[src/rtl/card_dealer_if.sv]
// Draw-request and card-result signals shared between the dealer and its client.
interface card_dealer_if #(
  parameter int WIDTH = 12
);
  logic [WIDTH-1:0] i_Seed;
  logic             i_Request;
  logic             i_Shuffle;
  logic [3:0]       o_Card;
  logic [3:0]       o_Points;
  logic             o_Valid;
  logic             o_Busy;
  logic             o_Empty;
  logic [5:0]       o_Remaining;

  modport master (
    output i_Seed, i_Request, i_Shuffle,
    input  o_Card, o_Points, o_Valid, o_Busy, o_Empty, o_Remaining
  );

  modport slave (
    input  i_Seed, i_Request, i_Shuffle,
    output o_Card, o_Points, o_Valid, o_Busy, o_Empty, o_Remaining
  );
endinterface

[src/rtl/card_dealer.sv]
// Single-deck card dealer: picks a rank from a sampled seed and probes forward
// through the 13 per-rank counters until it finds a rank with cards left.
module card_dealer #(
  parameter int WIDTH = 12
) (
  input logic          clk_50M,
  input logic          i_Reset,
  card_dealer_if.slave bus
);

  typedef enum logic {IDLE, CHECK} state_t;

  state_t           state;
  logic [2:0]       count [13];
  logic [3:0]       idx;
  logic [5:0]       remaining;
  logic [3:0]       card;
  logic [3:0]       points;
  logic             valid;
  logic [WIDTH-1:0] seed;

  function automatic logic [3:0] rank_points(input logic [3:0] rank);
    return (rank > 4'd10) ? 4'd10 : rank;
  endfunction

  function automatic logic [3:0] next_idx(input logic [3:0] cur);
    return (cur == 4'd12) ? 4'd0 : cur + 4'd1;
  endfunction

  assign seed = bus.i_Seed;

  always_ff @(posedge clk_50M) begin
    valid <= 1'b0;
    if (i_Reset) begin
      state     <= IDLE;
      idx       <= 4'd0;
      remaining <= 6'd52;
      card      <= 4'd0;
      points    <= 4'd0;
      for (int r = 0; r < 13; r++) count[r] <= 3'd4;
    end else if (bus.i_Shuffle) begin
      // Card/points are deliberately kept: a shuffle only refills the deck.
      state     <= IDLE;
      remaining <= 6'd52;
      for (int r = 0; r < 13; r++) count[r] <= 3'd4;
    end else begin
      case (state)
        IDLE: begin
          if (bus.i_Request && remaining != 6'd0) begin
            idx   <= 4'(seed % WIDTH'(13));
            state <= CHECK;
          end
        end
        CHECK: begin
          // A non-empty deck guarantees some rank is found within 13 probes.
          if (count[idx] != 3'd0) begin
            count[idx] <= count[idx] - 3'd1;
            remaining  <= remaining - 6'd1;
            card       <= idx + 4'd1;
            points     <= rank_points(idx + 4'd1);
            valid      <= 1'b1;
            state      <= IDLE;
          end else begin
            idx <= next_idx(idx);
          end
        end
        default: state <= IDLE;
      endcase
    end
  end

  assign bus.o_Card      = card;
  assign bus.o_Points    = points;
  assign bus.o_Valid     = valid;
  assign bus.o_Busy      = (state == CHECK);
  assign bus.o_Remaining = remaining;
  assign bus.o_Empty     = (remaining == 6'd0);

endmodule

[src/flat_wrapper.sv]
// flat-port wrapper written by rule: the top's interface ports become plain ports
module card_dealer_flat 
#(
  parameter int WIDTH = 12
)
  (clk_50M, i_Reset, bus_i_Seed, bus_i_Request, bus_i_Shuffle, bus_o_Card, bus_o_Points, bus_o_Valid, bus_o_Busy, bus_o_Empty, bus_o_Remaining);
  card_dealer_if #(.WIDTH(WIDTH)) bus_i ();
  input logic clk_50M;
  input logic i_Reset;
  input wire logic [$bits(bus_i.i_Seed)-1:0] bus_i_Seed;
  input wire logic [$bits(bus_i.i_Request)-1:0] bus_i_Request;
  input wire logic [$bits(bus_i.i_Shuffle)-1:0] bus_i_Shuffle;
  output wire logic [$bits(bus_i.o_Card)-1:0] bus_o_Card;
  output wire logic [$bits(bus_i.o_Points)-1:0] bus_o_Points;
  output wire logic [$bits(bus_i.o_Valid)-1:0] bus_o_Valid;
  output wire logic [$bits(bus_i.o_Busy)-1:0] bus_o_Busy;
  output wire logic [$bits(bus_i.o_Empty)-1:0] bus_o_Empty;
  output wire logic [$bits(bus_i.o_Remaining)-1:0] bus_o_Remaining;
  assign bus_i.i_Seed = bus_i_Seed;
  assign bus_i.i_Request = bus_i_Request;
  assign bus_i.i_Shuffle = bus_i_Shuffle;
  assign bus_o_Card = bus_i.o_Card;
  assign bus_o_Points = bus_i.o_Points;
  assign bus_o_Valid = bus_i.o_Valid;
  assign bus_o_Busy = bus_i.o_Busy;
  assign bus_o_Empty = bus_i.o_Empty;
  assign bus_o_Remaining = bus_i.o_Remaining;
  card_dealer #(.WIDTH(WIDTH)) u_core (.clk_50M(clk_50M), .i_Reset(i_Reset), .bus(bus_i));
endmodule
[config.mk]
export PLATFORM = sky130hd
export DESIGN_NAME = card_dealer_flat
export DESIGN_NICKNAME = d
export VERILOG_FILES = /design/src/rtl/card_dealer_if.sv /design/src/rtl/card_dealer.sv /design/src/flat_wrapper.sv
export SDC_FILE = /design/constraint.sdc
export NUM_CORES = 1
export LEC_CHECK = 0
export CAP_MARGIN = 40
export CORE_MARGIN = 8
export CORE_UTILIZATION = 60
export CTS_BUF_LIST = sky130_fd_sc_hd__clkbuf_16
export DETAILED_ROUTE_END_ITERATION = 10
export MAX_ROUTING_LAYER = met4
export PLACE_DENSITY = 0.93
export SLEW_MARGIN = 10
export SYNTH_ARGS = -nofsm -noshare
export SYNTH_HDL_FRONTEND = slang
export SYNTH_SLANG_ARGS = --single-unit
export TNS_END_PERCENT = 50
[constraint.sdc]
create_clock -name clk_50M -period 5.25 [get_ports clk_50M]
set_input_delay 0.525 -clock clk_50M [delete_from_list [all_inputs] [get_ports clk_50M]]
set_output_delay 0.525 -clock clk_50M [all_outputs]
set_load 0.03 [all_outputs]
=== Yosys cells after proc, flatten, opt, wreduce, memory -nomap -nowiden ===
Memories as Yosys holds them, arrays and structs flattened. A register that Yosys moved wholly into a read port is not among the register bits.
Cells that the tools add are included.
W data, S select, Z words.

* Memory bits (writable): 39
* Input port bits: 16
* Logic and storage cells: 75
* Register bits: 20
* Output and inout port bits: 17
* Memories kept: 1

* Reduce and logical (&&, ||, !) cells: 9
* Divide/modulo/power cells: 1
* Mux-type cells: 36
* Add/sub/neg operators: 3
* Equality and inequality tests: 3
* $lt $le $gt $ge: 1
* Bitwise gates (word level): 15

{| class="wikitable"
|+ Memories
! memory !! words !! bits a word !! rd ports !! clocked after Yosys merged registers in !! write ports !! RTL line !! source
|-
| u_core.count || 13 || 3 || 1 || 1 || 13 || card_dealer.sv:14 || <nowiki>logic [2:0] count [13];</nowiki>
|}

{| class="wikitable"
|+ Operators with widths
! operator !! count
|-
| $mux W3 || 14
|-
| $mux W4 || 7
|-
| $mux W1 || 13
|-
| $or A1 B1 Y1 || 13
|-
| $mod A12 B4 Y12 const B || 1
|-
| $pmux W4 S2 || 1
|-
| $logic_not A6 Y1 || 1
|-
| $reduce_and A3 Y1 || 2
|-
| $reduce_bool A6 Y1 || 1
|-
| $sub A6 B1 Y6 const B || 1
|-
| $add A4 B1 Y4 const B || 1
|-
| $eq A4 B4 Y1 const B || 1
|-
| $gt A4 B4 Y1 const B || 1
|-
| $reduce_bool A3 Y1 || 1
|-
| $reduce_or A3 Y1 || 1
|-
| $sub A3 B1 Y3 const B || 1
|-
| $ne A2 B1 Y1 const B || 1
|-
| $ne A2 B2 Y1 const B || 1
|-
| $not A1 Y1 || 2
|-
| $pmux W1 S2 || 1
|-
| $reduce_and A2 Y1 || 1
|-
| $reduce_or A2 Y1 || 1
|-
| $logic_and A1 B1 Y1 || 1
|}

=== Longest topological paths before layout ===
* Depth in word-level cells: 8
* Mapped depth: 24
* Depth with buffers taken out: 20

=== Worst setup path before layout ===
OpenSTA, ideal clock, no wires.

* Kind: input to register
* From: in bus_i_Seed[6]
* To: reg (tool-made name)
* Setup slack: 0.534 ns
* Library setup time: 0.104 ns
* Stages: 21
* Data required time: 5.146 ns
* Path buffers: 4
* Arrival time: 4.612 ns
* Cell sequence: buf_4 -> buf_6 -> nor2_1 -> a2bb2oi_1 -> o22ai_2 -> or2_2 -> buf_6 -> o211ai_1 -> a211oi_1 -> or3_1 -> buf_2 -> o2111ai_1 -> o31a_1 -> a32oi_1 -> a211oi_4 -> xnor2_1 -> ha_1 -> nand2b_1 -> a32oi_2 -> mux2_1 -> o41ai_2

{| class="wikitable"
|+ RTL lines
! what !! RTL line !! source
|-
| start, declared || flat_wrapper.sv:10 || <nowiki>input wire logic [$bits(bus_i.i_Seed)-1:0] bus_i_Seed;</nowiki>
|}

==> results.py <==
metrics = {
    "status": {
        "status": "finished with violations",
        "violations": "setup timing",
    },
    "timing": {
        "setup_viol": 6,
        "report.final.slew_viol_count": 0,
        "fin_crit_sh_pct": 103,
        "tightest_slew_ns": 0.849,
        "tns_ns": -0.461,
        "slew_headroom_pct": 43.3,
        "worst_slack_ns": -0.147,
        "hold_viol": 0,
        "fin_skew_ns": 0.00766,
        "fin_crit_ns": 5.40,
        "fmax_mhz": 185,
    },
    "setup_path": {
        "path_max_fanout": 12,
        "worstPathArrival_ns": 5.62,
        "cp-start-kind": "input port",
        "critPathRequiredTime_ns": 5.47,
        "end_kind": "flop",
        "reg2reg_depth": 10,
        "crit_type": "in -> reg",
    },
    "global_routing": {
        "antenna_found_initial": 0,
        "gr-usage-all-layers_pct": 26.3,
        "grt-ovfl-total": 0,
        "grt_pass1_vias": 4887,
        "grt_max_degree": 25,
        "grt_pass1_wl_um": 23900,
    },
    "cts": {
        "cts_hold_buf": 0,
        "root_buffer": "clkbuf_16",
        "cts_tree": "yes",
        "cts_sinks": 72,
        "cts_made_buffers": 9,
        "clkTransAtPathRegs_ns": 0.06,
        "clk-insertion-delay-late_ns": 0.34,
        "clk_path_buf_depth": 2,
        "htree_levels": 3,
    },
    "floorplan": {
        "pin_count": 33,
        "die_x_um": 109,
        "die_y_um": 109,
        "die-area_um2": 11800,
        "initial_core_util_pct": 60.6,
        "core_area_um2": 8510,
        "rows": 34,
    },
    "cells_and_area": {
        "diodes": 0,
        "drive_gt1_share_pct": 23.9,
        "nets": 633,
        "area_delta_synth_final_pct": 23.2,
        "utilization_pct": 74.7,
        "design_area_um2": 6350,
        "nFillCells": 488,
    },
    "placed_design": {
        "gp_congestion": 0.957,
        "dpl_worst_slack_ns": -0.267,
        "hpwl_um": 9910,
        "placed_cell_area_um2": 5770,
        "io_buffers": 32,
    },
    "synth": {
        "syn_area_per_cell_um2": 9.50,
        "synth_compound_area_share_pct": 22.1,
        "synth_xor_area_share_pct": 1.53,
        "synth_edf_count": 48,
        "synthTopCellsByArea": "edfxtp_1 28%, dfxtp_1 9.3%, mux4_2 6.6%",
        "synth_cell_types": 91,
        "synth_cells": 543,
        "synth.most_common_cell": "nor2_1",
        "synth-seq-area-share_pct": 37.3,
        "synth_common_cells": "55 x nor2_1, 48 x edfxtp_1, 48 x nand2_1",
        "yosys_warnings": 0,
        "synth_top_family_by_area": "simple AND/OR/NAND/NOR gates",
        "syn_area_um2": 5160,
        "muxShareOfSynthArea_pct": 6.96,
        "ys_async_sr_fraction_pct": 0,
        "synth_top_cell_area_share_pct": 28.0,
        "synth_fp_nets": 569,
        "synth_flop_cell": "edfxtp_1",
        "synth-simple-area-share_pct": 22.9,
        "synth_area_leader_cell": "edfxtp_1",
        "synthAdderAreaFrac_pct": 2.43,
        "synth.ff_latch_count": 72,
    },
    "power_and_ir_drop": {
        "net-switching-power_uw": 774,
        "p_int_uw": 1360,
        "peakVddDrop_uv": 315,
        "seqPwrFrac_pct": 31.5,
        "power_density_nw_per_um2": 336,
        "power_frac_comb_pct": 40.7,
        "switching_share_pct": 36.3,
        "p_total_uw": 2130,
        "p_leak_uw": 0.00234,
        "clkPwrFrac_pct": 27.8,
    },
    "worst_hold_path": {
        "worstHoldPathType": "reg -> reg",
        "holdPathStages": 1,
    },
    "routing": {
        "wl_met3_um": 2020,
        "wl_um": 16900,
        "drt_iter0_drc": 996,
        "routed.top_layer": "met4",
        "drc": 0,
        "routed_wire_length_per_instance_um": 23.5,
        "vias": 5396,
        "wl_met1_um": 5910,
        "met2_length_um": 7880,
        "vias_per_cell": 7.49,
        "drt-pass1-iter-count": 8,
        "drt.antenna.violating_nets": 0,
    },
    "job": {
        "drv_cap": 0,
    },
}
==> sequential cells by signal, summed over array words and instances, names as in the netlist, named ones only <==
register / flops
u_core.bus.o_Card: 4
u_core.bus.o_Valid: 1
u_core.bus.o_Remaining: 6
u_core.bus.o_Points: 4
u_core.count: 48
u_core.bus.o_Busy: 1
u_core.idx: 4
==> worst max-delay path, stage by stage <==
cell,delay [ns]
dlymetal6s2s_1,0.18
buf_12,0.17
and3_1,0.15
o31a_1,0.36
buf_4,0.17
nor4_1,0.62
a2111oi_4,0.14
nor4_4,0.34
a22oi_1,0.17
a32oi_2,0.28
nor3b_1,0.10
o21ai_0,0.24
a32oi_2,0.20
a211oi_4,0.39
xnor2_2,0.15
ha_1,0.20
nand2b_2,0.21
nand2_1,0.09
nor3_1,0.07
mux2i_1,0.13
o211ai_1,0.12
a211o_1,0.32
a21oi_1,0.29
==> per-layer routing <==
layer / track usage, % / vias to the layer above
li1: - / 2201
met2: 41.5 / 564
met3: 6.68 / 153
met4: 14.1 / 0
met5: - / -
met1: 30.2 / 2478
==> layout by cell type (no fill, tap or decap), types with 6 or more instances in the layout <==
cell type        Yosys  routed
nor2b_1             10      10
buf_4                4      58
a21oi_1             17      15
a31oi_1              6       6
nor2_1              55      54
nand3_1             27      27
and3_1               9       9
edfxtp_1            48      48
xnor2_1              7       6
nor3_1              17      17
nand2_1             48      46
nand4_1              6       6
clkbuf_16            0      11
mux4_2              15      15
ha_1                10       9
dfxtp_1             24      24
o21ai_0             24      22
dlymetal6s2s_1       0       6
inv_1               20      22
nand2b_1             8       7
o21ai_1              4       6
a211oi_1            12      11
clkdlybuf4s50_1      0      26
o211ai_1             9       9
==> final cells by class <==
type / count / area (um^2) / area share, %
Clock buffer: 9 / 225 / 3.55
Tap cell: 108 / 135 / 2.13
Clock inverter: 7 / 55.1 / 0.867
Inverter: 22 / 82.6 / 1.30
Timing Repair Buffer: 98 / 915 / 14.4
Sequential cell: 72 / 1920 / 30.3
Multi-Input combinational cell: 404 / 3020 / 47.5
==> power groups by stage <==
stage / combinational [uW] / clock [uW] / sequential (uW)
floorplan: 497 / 0 / 662
global placement: 664 / 0 / 678
detailed placement: 702 / 0 / 681
CTS: 723 / 582 / 670
global route: 905 / 612 / 675
finish: 867 / 593 / 672
==> through the flow <==
stage	hold slack, ns	std cells
after floorplan	0.528	543
after global placement	0.449	689
after detailed placement	0.456	689
after CTS	0.473	705
after global routing	0.496	720
final	0.471	720
==> path summary, 6_finish.rpt <==
path,start,to,slack [ns]
min reg2reg,u_core.bus.o_Points[3],u_core.bus.o_Points[3],0.47
max reg2reg,flop,flop,0.90
min,u_core.bus.o_Points[3],u_core.bus.o_Points[3],0.47
max,bus_i_Seed[10],flop,-0.15
==> cell families after synthesis <==
kind of cell	Yosys count
buffers and inverters	68
xor gates and xnor gates	9
DFF	72
AOI/OAI and AO/OA	143
adders and majority gates	10
and+or+nand+nor	224
muxes	17
==> repair_timing <==
item,in CTS,in global routing
gates resized for setup,2,36
setup buffers,0,12
hold endpoints to repair,0,0
endpoints found under the setup margin,4,6
gates cloned,0,3
pin swaps,0,20
Note: power is estimated with default switching activity, not from simulation.
